==> config.mk <==
export PLATFORM = sky130hd
export DESIGN_NAME = nes_ppu_flat
export DESIGN_NICKNAME = d
export VERILOG_FILES = /design/src/rtl/nes_ppu_if.sv /design/src/rtl/nes_ppu.sv /design/src/flat_wrapper.sv
export SDC_FILE = /design/constraint.sdc
export NUM_CORES = 2
export LEC_CHECK = 0
export ABC_AREA = 0
export CAP_MARGIN = 20
export CORE_UTILIZATION = 65
export DETAILED_ROUTE_END_ITERATION = 10
export PLACE_DENSITY_LB_ADDON = 0.2
export SETUP_SLACK_MARGIN = 0.3
export SYNTH_ARGS = -nofsm -noshare
export SYNTH_HDL_FRONTEND = slang
export SYNTH_SLANG_ARGS = --single-unit
==> constraint.sdc <==
create_clock -name CLK -period 5.6 [get_ports CLK]
set_input_delay 1.12 -clock CLK [delete_from_list [all_inputs] [get_ports CLK]]
set_output_delay 1.12 -clock CLK [all_outputs]
set_load 0.005 [all_outputs]
==> src/rtl/nes_ppu_if.sv <==
// CPU-side register bus of the PPU ($2000-$2007).
// master = CPU bus decoder, slave = PPU core; read data and NMI_n flow back to the CPU.
interface nes_ppu_if;
    logic [2:0] CPU_ADDR;
    logic [7:0] CPU_DATA_IN;
    logic       CPU_wren;
    logic       CPU_rden;
    logic [7:0] CPU_DATA_OUT;
    logic       NMI_n;

    modport master (
        output CPU_ADDR, CPU_DATA_IN, CPU_wren, CPU_rden,
        input  CPU_DATA_OUT, NMI_n
    );

    modport slave (
        input  CPU_ADDR, CPU_DATA_IN, CPU_wren, CPU_rden,
        output CPU_DATA_OUT, NMI_n
    );
endinterface

==> src/rtl/nes_ppu.sv <==
// NES PPU core: $2000-$2007 registers, 341x262 dot timing, vblank/NMI, VRAM port,
// 32-entry palette, 256-byte OAM and a backdrop-colour video stream.
// Ports: CLK, RESET_n (async low), ENABLE (counter advance), cpu (register bus),
//   debug_enable_nmi, PPU_DATA_IN/OUT, PPU_ADDR, PPU_WRITE/READ strobes,
//   VGA_HS/VS (active low), VGA_R/G/B.
module nes_ppu #(
    parameter int DOTS_PER_LINE   = 341,
    parameter int LINES_PER_FRAME = 262
) (
    input  logic        CLK,
    input  logic        RESET_n,
    input  logic        ENABLE,
    nes_ppu_if.slave    cpu,
    input  logic        debug_enable_nmi,
    input  logic [7:0]  PPU_DATA_IN,
    output logic [7:0]  PPU_DATA_OUT,
    output logic [13:0] PPU_ADDR,
    output logic        PPU_WRITE,
    output logic        PPU_READ,
    output logic        VGA_HS,
    output logic        VGA_VS,
    output logic [3:0]  VGA_R,
    output logic [3:0]  VGA_G,
    output logic [3:0]  VGA_B
);

    typedef enum logic [1:0] {S_IDLE, S_WR, S_RD, S_RDW} st_t;

    st_t         state;
    logic        wren_q, rden_q;
    logic [8:0]  dot, line;
    logic        vblank;
    logic [7:0]  ctrl, mask, oam_addr, rbuf;
    logic [14:0] v, t;
    logic [2:0]  x;
    logic        w;
    logic [5:0]  pal [32];
    logic [7:0]  oam [256];

    logic        wr_edge, rd_edge, pal_hit, set_vb, clr_vb, vis;
    logic [4:0]  pal_idx;
    logic [14:0] inc;
    logic [7:0]  d;
    logic        unused_ok;

    assign d       = cpu.CPU_DATA_IN;
    assign wr_edge = cpu.CPU_wren & ~wren_q;
    // a write wins when both requests rise together
    assign rd_edge = cpu.CPU_rden & ~rden_q & ~wr_edge;
    assign pal_hit = (v[13:8] == 6'h3F);
    // sprite backdrop entries $10/$14/$18/$1C share storage with $00/$04/$08/$0C
    assign pal_idx = (v[4] && v[1:0] == 2'b00) ? {1'b0, v[3:0]} : v[4:0];
    assign inc     = ctrl[2] ? 15'd32 : 15'd1;
    assign set_vb  = ENABLE && line == 9'd241 && dot == 9'd1;
    assign clr_vb  = ENABLE && line == 9'd261 && dot == 9'd1;
    assign vis     = line < 9'd240 && dot >= 9'd1 && dot <= 9'd256;

    assign PPU_ADDR  = v[13:0];
    assign cpu.NMI_n = ~(vblank & ctrl[7] & debug_enable_nmi);
    assign unused_ok = ^{x, ctrl[6:3], ctrl[1:0], mask[7:4], mask[2:0]};

    always_ff @(posedge CLK) begin
        if (wr_edge && cpu.CPU_ADDR == 3'd7 && pal_hit)
            pal[pal_idx] <= d[5:0];
        if (wr_edge && cpu.CPU_ADDR == 3'd4)
            oam[oam_addr] <= d;
    end

    always_ff @(posedge CLK or negedge RESET_n) begin
        if (!RESET_n) begin
            state            <= S_IDLE;
            wren_q           <= 1'b0;
            rden_q           <= 1'b0;
            dot              <= '0;
            line             <= '0;
            vblank           <= 1'b0;
            ctrl             <= '0;
            mask             <= '0;
            oam_addr         <= '0;
            rbuf             <= '0;
            v                <= '0;
            t                <= '0;
            x                <= '0;
            w                <= 1'b0;
            cpu.CPU_DATA_OUT <= '0;
            PPU_DATA_OUT     <= '0;
            PPU_WRITE        <= 1'b0;
            PPU_READ         <= 1'b0;
            VGA_HS           <= 1'b1;
            VGA_VS           <= 1'b1;
            VGA_R            <= '0;
            VGA_G            <= '0;
            VGA_B            <= '0;
        end else begin
            wren_q    <= cpu.CPU_wren;
            rden_q    <= cpu.CPU_rden;
            PPU_WRITE <= 1'b0;
            PPU_READ  <= 1'b0;

            if (ENABLE) begin
                if (dot == 9'(DOTS_PER_LINE - 1)) begin
                    dot  <= '0;
                    line <= (line == 9'(LINES_PER_FRAME - 1)) ? 9'd0 : line + 9'd1;
                end else begin
                    dot <= dot + 9'd1;
                end
            end

            // VRAM cycle sequencing: address advances only after the strobe/data cycle
            unique case (state)
                S_WR: begin
                    v     <= v + inc;
                    state <= S_IDLE;
                end
                S_RD:  state <= S_RDW;
                S_RDW: begin
                    rbuf  <= PPU_DATA_IN;
                    v     <= v + inc;
                    state <= S_IDLE;
                end
                default: ;
            endcase

            if (wr_edge) begin
                case (cpu.CPU_ADDR)
                    3'd0: begin
                        ctrl      <= d;
                        t[11:10]  <= d[1:0];
                    end
                    3'd1: mask     <= d;
                    3'd3: oam_addr <= d;
                    3'd4: oam_addr <= oam_addr + 8'd1;
                    3'd5: begin
                        if (!w) begin
                            x      <= d[2:0];
                            t[4:0] <= d[7:3];
                        end else begin
                            t[14:12] <= d[2:0];
                            t[9:5]   <= d[7:3];
                        end
                        w <= ~w;
                    end
                    3'd6: begin
                        if (!w) begin
                            t[13:8] <= d[5:0];
                            t[14]   <= 1'b0;
                        end else begin
                            t[7:0] <= d;
                            v      <= {t[14:8], d};
                        end
                        w <= ~w;
                    end
                    3'd7: begin
                        if (pal_hit) begin
                            v <= v + inc;
                        end else begin
                            PPU_DATA_OUT <= d;
                            PPU_WRITE    <= 1'b1;
                            state        <= S_WR;
                        end
                    end
                    default: ;
                endcase
            end

            if (rd_edge) begin
                case (cpu.CPU_ADDR)
                    3'd2: begin
                        cpu.CPU_DATA_OUT <= {vblank, 7'b0};
                        w                <= 1'b0;
                    end
                    3'd4: cpu.CPU_DATA_OUT <= oam[oam_addr];
                    3'd7: begin
                        cpu.CPU_DATA_OUT <= pal_hit ? {2'b00, pal[pal_idx]} : rbuf;
                        PPU_READ         <= 1'b1;
                        state            <= S_RD;
                    end
                    default: ;
                endcase
            end

            // set is evaluated last so it beats a same-cycle $2002 clear
            if (rd_edge && cpu.CPU_ADDR == 3'd2)
                vblank <= 1'b0;
            if (clr_vb)
                vblank <= 1'b0;
            if (set_vb)
                vblank <= 1'b1;

            if (vis && mask[3]) begin
                VGA_R <= {pal[0][5:4], pal[0][5:4]};
                VGA_G <= {pal[0][3:2], pal[0][3:2]};
                VGA_B <= {pal[0][1:0], pal[0][1:0]};
            end else begin
                VGA_R <= '0;
                VGA_G <= '0;
                VGA_B <= '0;
            end
            VGA_HS <= ~(dot >= 9'd277 && dot <= 9'd301);
            VGA_VS <= ~(line >= 9'd245 && line <= 9'd247);
        end
    end

endmodule

==> src/flat_wrapper.sv <==
// flat-port wrapper written by rule: the top's interface ports become plain ports
module nes_ppu_flat 
#(
    parameter int DOTS_PER_LINE   = 341,
    parameter int LINES_PER_FRAME = 262
)
  (CLK, RESET_n, ENABLE, debug_enable_nmi, PPU_DATA_IN, PPU_DATA_OUT, PPU_ADDR, PPU_WRITE, PPU_READ, VGA_HS, VGA_VS, VGA_R, VGA_G, VGA_B, cpu_CPU_ADDR, cpu_CPU_DATA_IN, cpu_CPU_wren, cpu_CPU_rden, cpu_CPU_DATA_OUT, cpu_NMI_n);
  nes_ppu_if cpu_i ();
  input  logic CLK;
  input  logic RESET_n;
  input  logic ENABLE;
  input  logic debug_enable_nmi;
  input  logic [7:0] PPU_DATA_IN;
  output logic [7:0] PPU_DATA_OUT;
  output logic [13:0] PPU_ADDR;
  output logic PPU_WRITE;
  output logic PPU_READ;
  output logic VGA_HS;
  output logic VGA_VS;
  output logic [3:0] VGA_R;
  output logic [3:0] VGA_G;
  output logic [3:0] VGA_B;
  input wire logic [$bits(cpu_i.CPU_ADDR)-1:0] cpu_CPU_ADDR;
  input wire logic [$bits(cpu_i.CPU_DATA_IN)-1:0] cpu_CPU_DATA_IN;
  input wire logic [$bits(cpu_i.CPU_wren)-1:0] cpu_CPU_wren;
  input wire logic [$bits(cpu_i.CPU_rden)-1:0] cpu_CPU_rden;
  output wire logic [$bits(cpu_i.CPU_DATA_OUT)-1:0] cpu_CPU_DATA_OUT;
  output wire logic [$bits(cpu_i.NMI_n)-1:0] cpu_NMI_n;
  assign cpu_i.CPU_ADDR = cpu_CPU_ADDR;
  assign cpu_i.CPU_DATA_IN = cpu_CPU_DATA_IN;
  assign cpu_i.CPU_wren = cpu_CPU_wren;
  assign cpu_i.CPU_rden = cpu_CPU_rden;
  assign cpu_CPU_DATA_OUT = cpu_i.CPU_DATA_OUT;
  assign cpu_NMI_n = cpu_i.NMI_n;
  nes_ppu #(.DOTS_PER_LINE(DOTS_PER_LINE), .LINES_PER_FRAME(LINES_PER_FRAME)) u_core (.CLK(CLK), .RESET_n(RESET_n), .ENABLE(ENABLE), .cpu(cpu_i), .debug_enable_nmi(debug_enable_nmi), .PPU_DATA_IN(PPU_DATA_IN), .PPU_DATA_OUT(PPU_DATA_OUT), .PPU_ADDR(PPU_ADDR), .PPU_WRITE(PPU_WRITE), .PPU_READ(PPU_READ), .VGA_HS(VGA_HS), .VGA_VS(VGA_VS), .VGA_R(VGA_R), .VGA_G(VGA_G), .VGA_B(VGA_B));
endmodule
==> results_dict.tcl <==
set metrics [dict create \
    fp.coreArea_sq_mm 0.138 \
    antenna_found_initial 8 \
    initial_core_util_pct 65.9 \
    p_total_uw 41800 \
    avgSynthCellArea_sq_um 19.7 \
    end_kind "flop" \
    post_cts_buffers 0 \
    synth_cell_type_count 79 \
    yosysMostFrequentCell "edfxtp_1" \
    ant_nets 0 \
    timing.fmax_ghz 0.206 \
    drt-wirelength-per-cell_um 35.8 \
    ys_seq_area_share_pct 75.5 \
    yosysTopAreaCell "edfxtp_1" \
    synth_area_leaders "edfxtp_1 (73%), mux4_2 (12%), dfrtp_1 (2.4%)" \
    tns_ps 0 \
    crit_arrival_ps 5540 \
    ios 72 \
    hold_class "primary input to async pin" \
    power_density_mw_per_mm2 412 \
    die_x_um 376 \
    hpwl_mm 149 \
    top_usage_layer "met2" \
    grt_pass1_wl_mm 348 \
    finalWirelength_mm 245 \
    synth_async_sr_flop_share_pct 3.86 \
    utilization_pct 73.3 \
    grt_max_degree 153 \
    p_leak_uw 0.0321 \
    rows 136 \
    drive_above_1_share_pct 22.1 \
    synth_edf_count 2216 \
    syn-num-nets 4653 \
    ys_ff_latch 2305 \
    grt_overflow_total 0 \
    die_y_um 376 \
    path_max_fanout 31 \
    cp-start-kind "flop" \
    required_ps 6280 \
    fp.dieArea_sq_mm 0.142 \
    drc 0 \
    gp_congestion 1.01 \
    clock_sinks 2305 \
    ir_drop_uv 358 \
    hold_viol_final 0 \
    skew_ps 28.9 \
    cts_hold_buf 0 \
    netlist_instances 4616 \
    cts_root_buf "clkbuf_16" \
    track_usage_pct 35.2 \
    synthTopCellsByCount "edfxtp_1 (2216), mux4_2 (497), nor2_1 (365), mux2i_1 (130), nand2_1 (128)" \
    clk_pin_slew_ps 60 \
    setup_slack_ps 737 \
    use_met2_pct 51.8 \
    instances_no_fill 6835 \
    dr.pass1.iters 10 \
    grt_use_met1_pct 48.8 \
    place_ws_ps 233 \
    drt_iter0_drc 8413 \
    slew_viol_final 0 \
    grt_use_met3_pct 10.7 \
    relSlewSlack_pct 18.0 \
    placed_cells 6422 \
    clockBufferDepth 3 \
    min_period_ps 4860 \
    cts-htree-levels 4 \
    port_buffers 71 \
    grt_pass1_vias 47900 \
    finalCritPeriodShare_pct 86.8 \
    yosysWarnings 0 \
    vias 49400 \
    synth_flop_cell "edfxtp_1" \
    status "finished clean" \
    post-synth-top-area-fraction_pct 73.1 \
    critical_path_class "flop to flop" \
    finalSetupViolations 0 \
    cts_buffers 216 \
    cts_tree "done" \
    worst_slew_pin_slew_ps 1230 \
    ctsResizeCount 0 \
    drt-vias-per-instance 7.22 \
    layout.nets 4816 \
    syn_area_sq_mm 0.0911 \
    rsz0062_at_grt "false" \
    syn2layout_area_growth_pct 11.3 \
    insertion_delay_ps 870 \
    drv_cap 0 \
]
==> power by group <==
| part | leakage [uW] | internal, uW | switching [uW] |
|---|---|---|---|
| sequential | 0.0210 | 19000 | 421 |
| clock | 0.00339 | 8210 | 6350 |
| combinational | 0.00766 | 3130 | 4650 |
==> critical path: stages, from the launching register on <==
cell and delay (ps):
dfrtp_4 1050, buf_12 320, buf_4 310, mux4_2 550, mux2_2 340, nand3_1 130
nand4_1 230, or4_1 540, a2111oi_0 1040, a21oi_1 160
==> final cells by class <==
class                      instances  area [sq um]
multi-input combinational       1995         20800
fill                            7731         36800
tap                             1863          2330
clock inverter                   136          1350
sequential                      2305         68800
inverter                          21          81.3
timing repair buffer             240          2370
antenna                            4          10.0
clock buffer                     271          5630
==> kinds of logic (layout without fill, tap and decap cells) <==
group                    after synthesis  in the layout  share of synthesized area, %
AO/OA/AOI/OAI                        475            475                          3.61
XOR/XNOR                              17             17                         0.163
adder cells (fa/ha/maj)               12             12                         0.165
buffers and inverters                316            668                          1.80
flip-flops                          2305           2305                          75.5
multiplexers                         709            709                          14.7
other                                  0              4                             0
AND/OR/NAND/NOR                      782            782                          4.02
==> cells in the final DEF, fill, tap and decap left out, drive strengths merged, types with 13 or more instances in the layout <==
cell / n
clkdlybuf4s50: 62
a22o: 15
mux2i: 130
edfxtp: 2216
and3: 29
nor2: 365
mux4: 497
buf: 174
a21oi: 83
clkbuf: 275
clkinv: 93
o22ai: 40
bufinv: 23
nand2: 128
nand4: 18
mux2: 82
inv: 33
a31oi: 20
nand3: 77
a221oi: 18
a211oi: 26
nand2b: 13
o211ai: 14
nor4: 15
nor2b: 18
o21ai: 64
a22oi: 115
nor3: 41
dfrtp: 87
a2111oi: 13
==> stage by stage <==
stage | hold slack (ps) | instance area, sq um
detailed placement | 474 | 94300
floorplan | 450 | 91100
CTS | 223 | 101000
finish | 254 | 101000
global route | 271 | 101000
global placement | 463 | 94300
==> worst paths after layout <==
| check | start | endpoint | slack (ps) | cells after the start |
|---|---|---|---|---|
| max in group asynchronous | RESET_n | u_core.dot[4] | 4210 | 2 |
| max reg2reg | u_core.oam_addr[0] | u_core.cpu.CPU_DATA_OUT[2] | 740 | 9 |
| min reg2reg | u_core.pal[0][0] | u_core.VGA_B[2] | 490 | 1 |
| max | u_core.oam_addr[0] | u_core.cpu.CPU_DATA_OUT[2] | 740 | 9 |
| min in group CLK | u_core.pal[0][0] | u_core.VGA_B[2] | 490 | 1 |
| min | RESET_n | u_core.VGA_B[2] | 250 | 1 |
==> sequential cells by signal, indices dropped and copies added, names as in the netlist, 2 cells and up <==
register	flops
u_core.state	2
u_core.oam	2048
u_core.pal	168
u_core.v	14
u_core.VGA_B	2
u_core.oam_addr	8
u_core.dot	9
u_core.ctrl	2
u_core.PPU_DATA_OUT	8
u_core.t	6
u_core.rbuf	8
u_core.VGA_R	2
u_core.cpu.CPU_DATA_OUT	8
u_core.line	9
u_core.VGA_G	2
==> layer usage <==
metal	share of wire (%)	routed length, um
met1	35	85900
met2	45	111000
met3	14	33700
met4	5.6	13800
met5	0.029	70
Note: power is estimated with default switching activity, not from simulation.
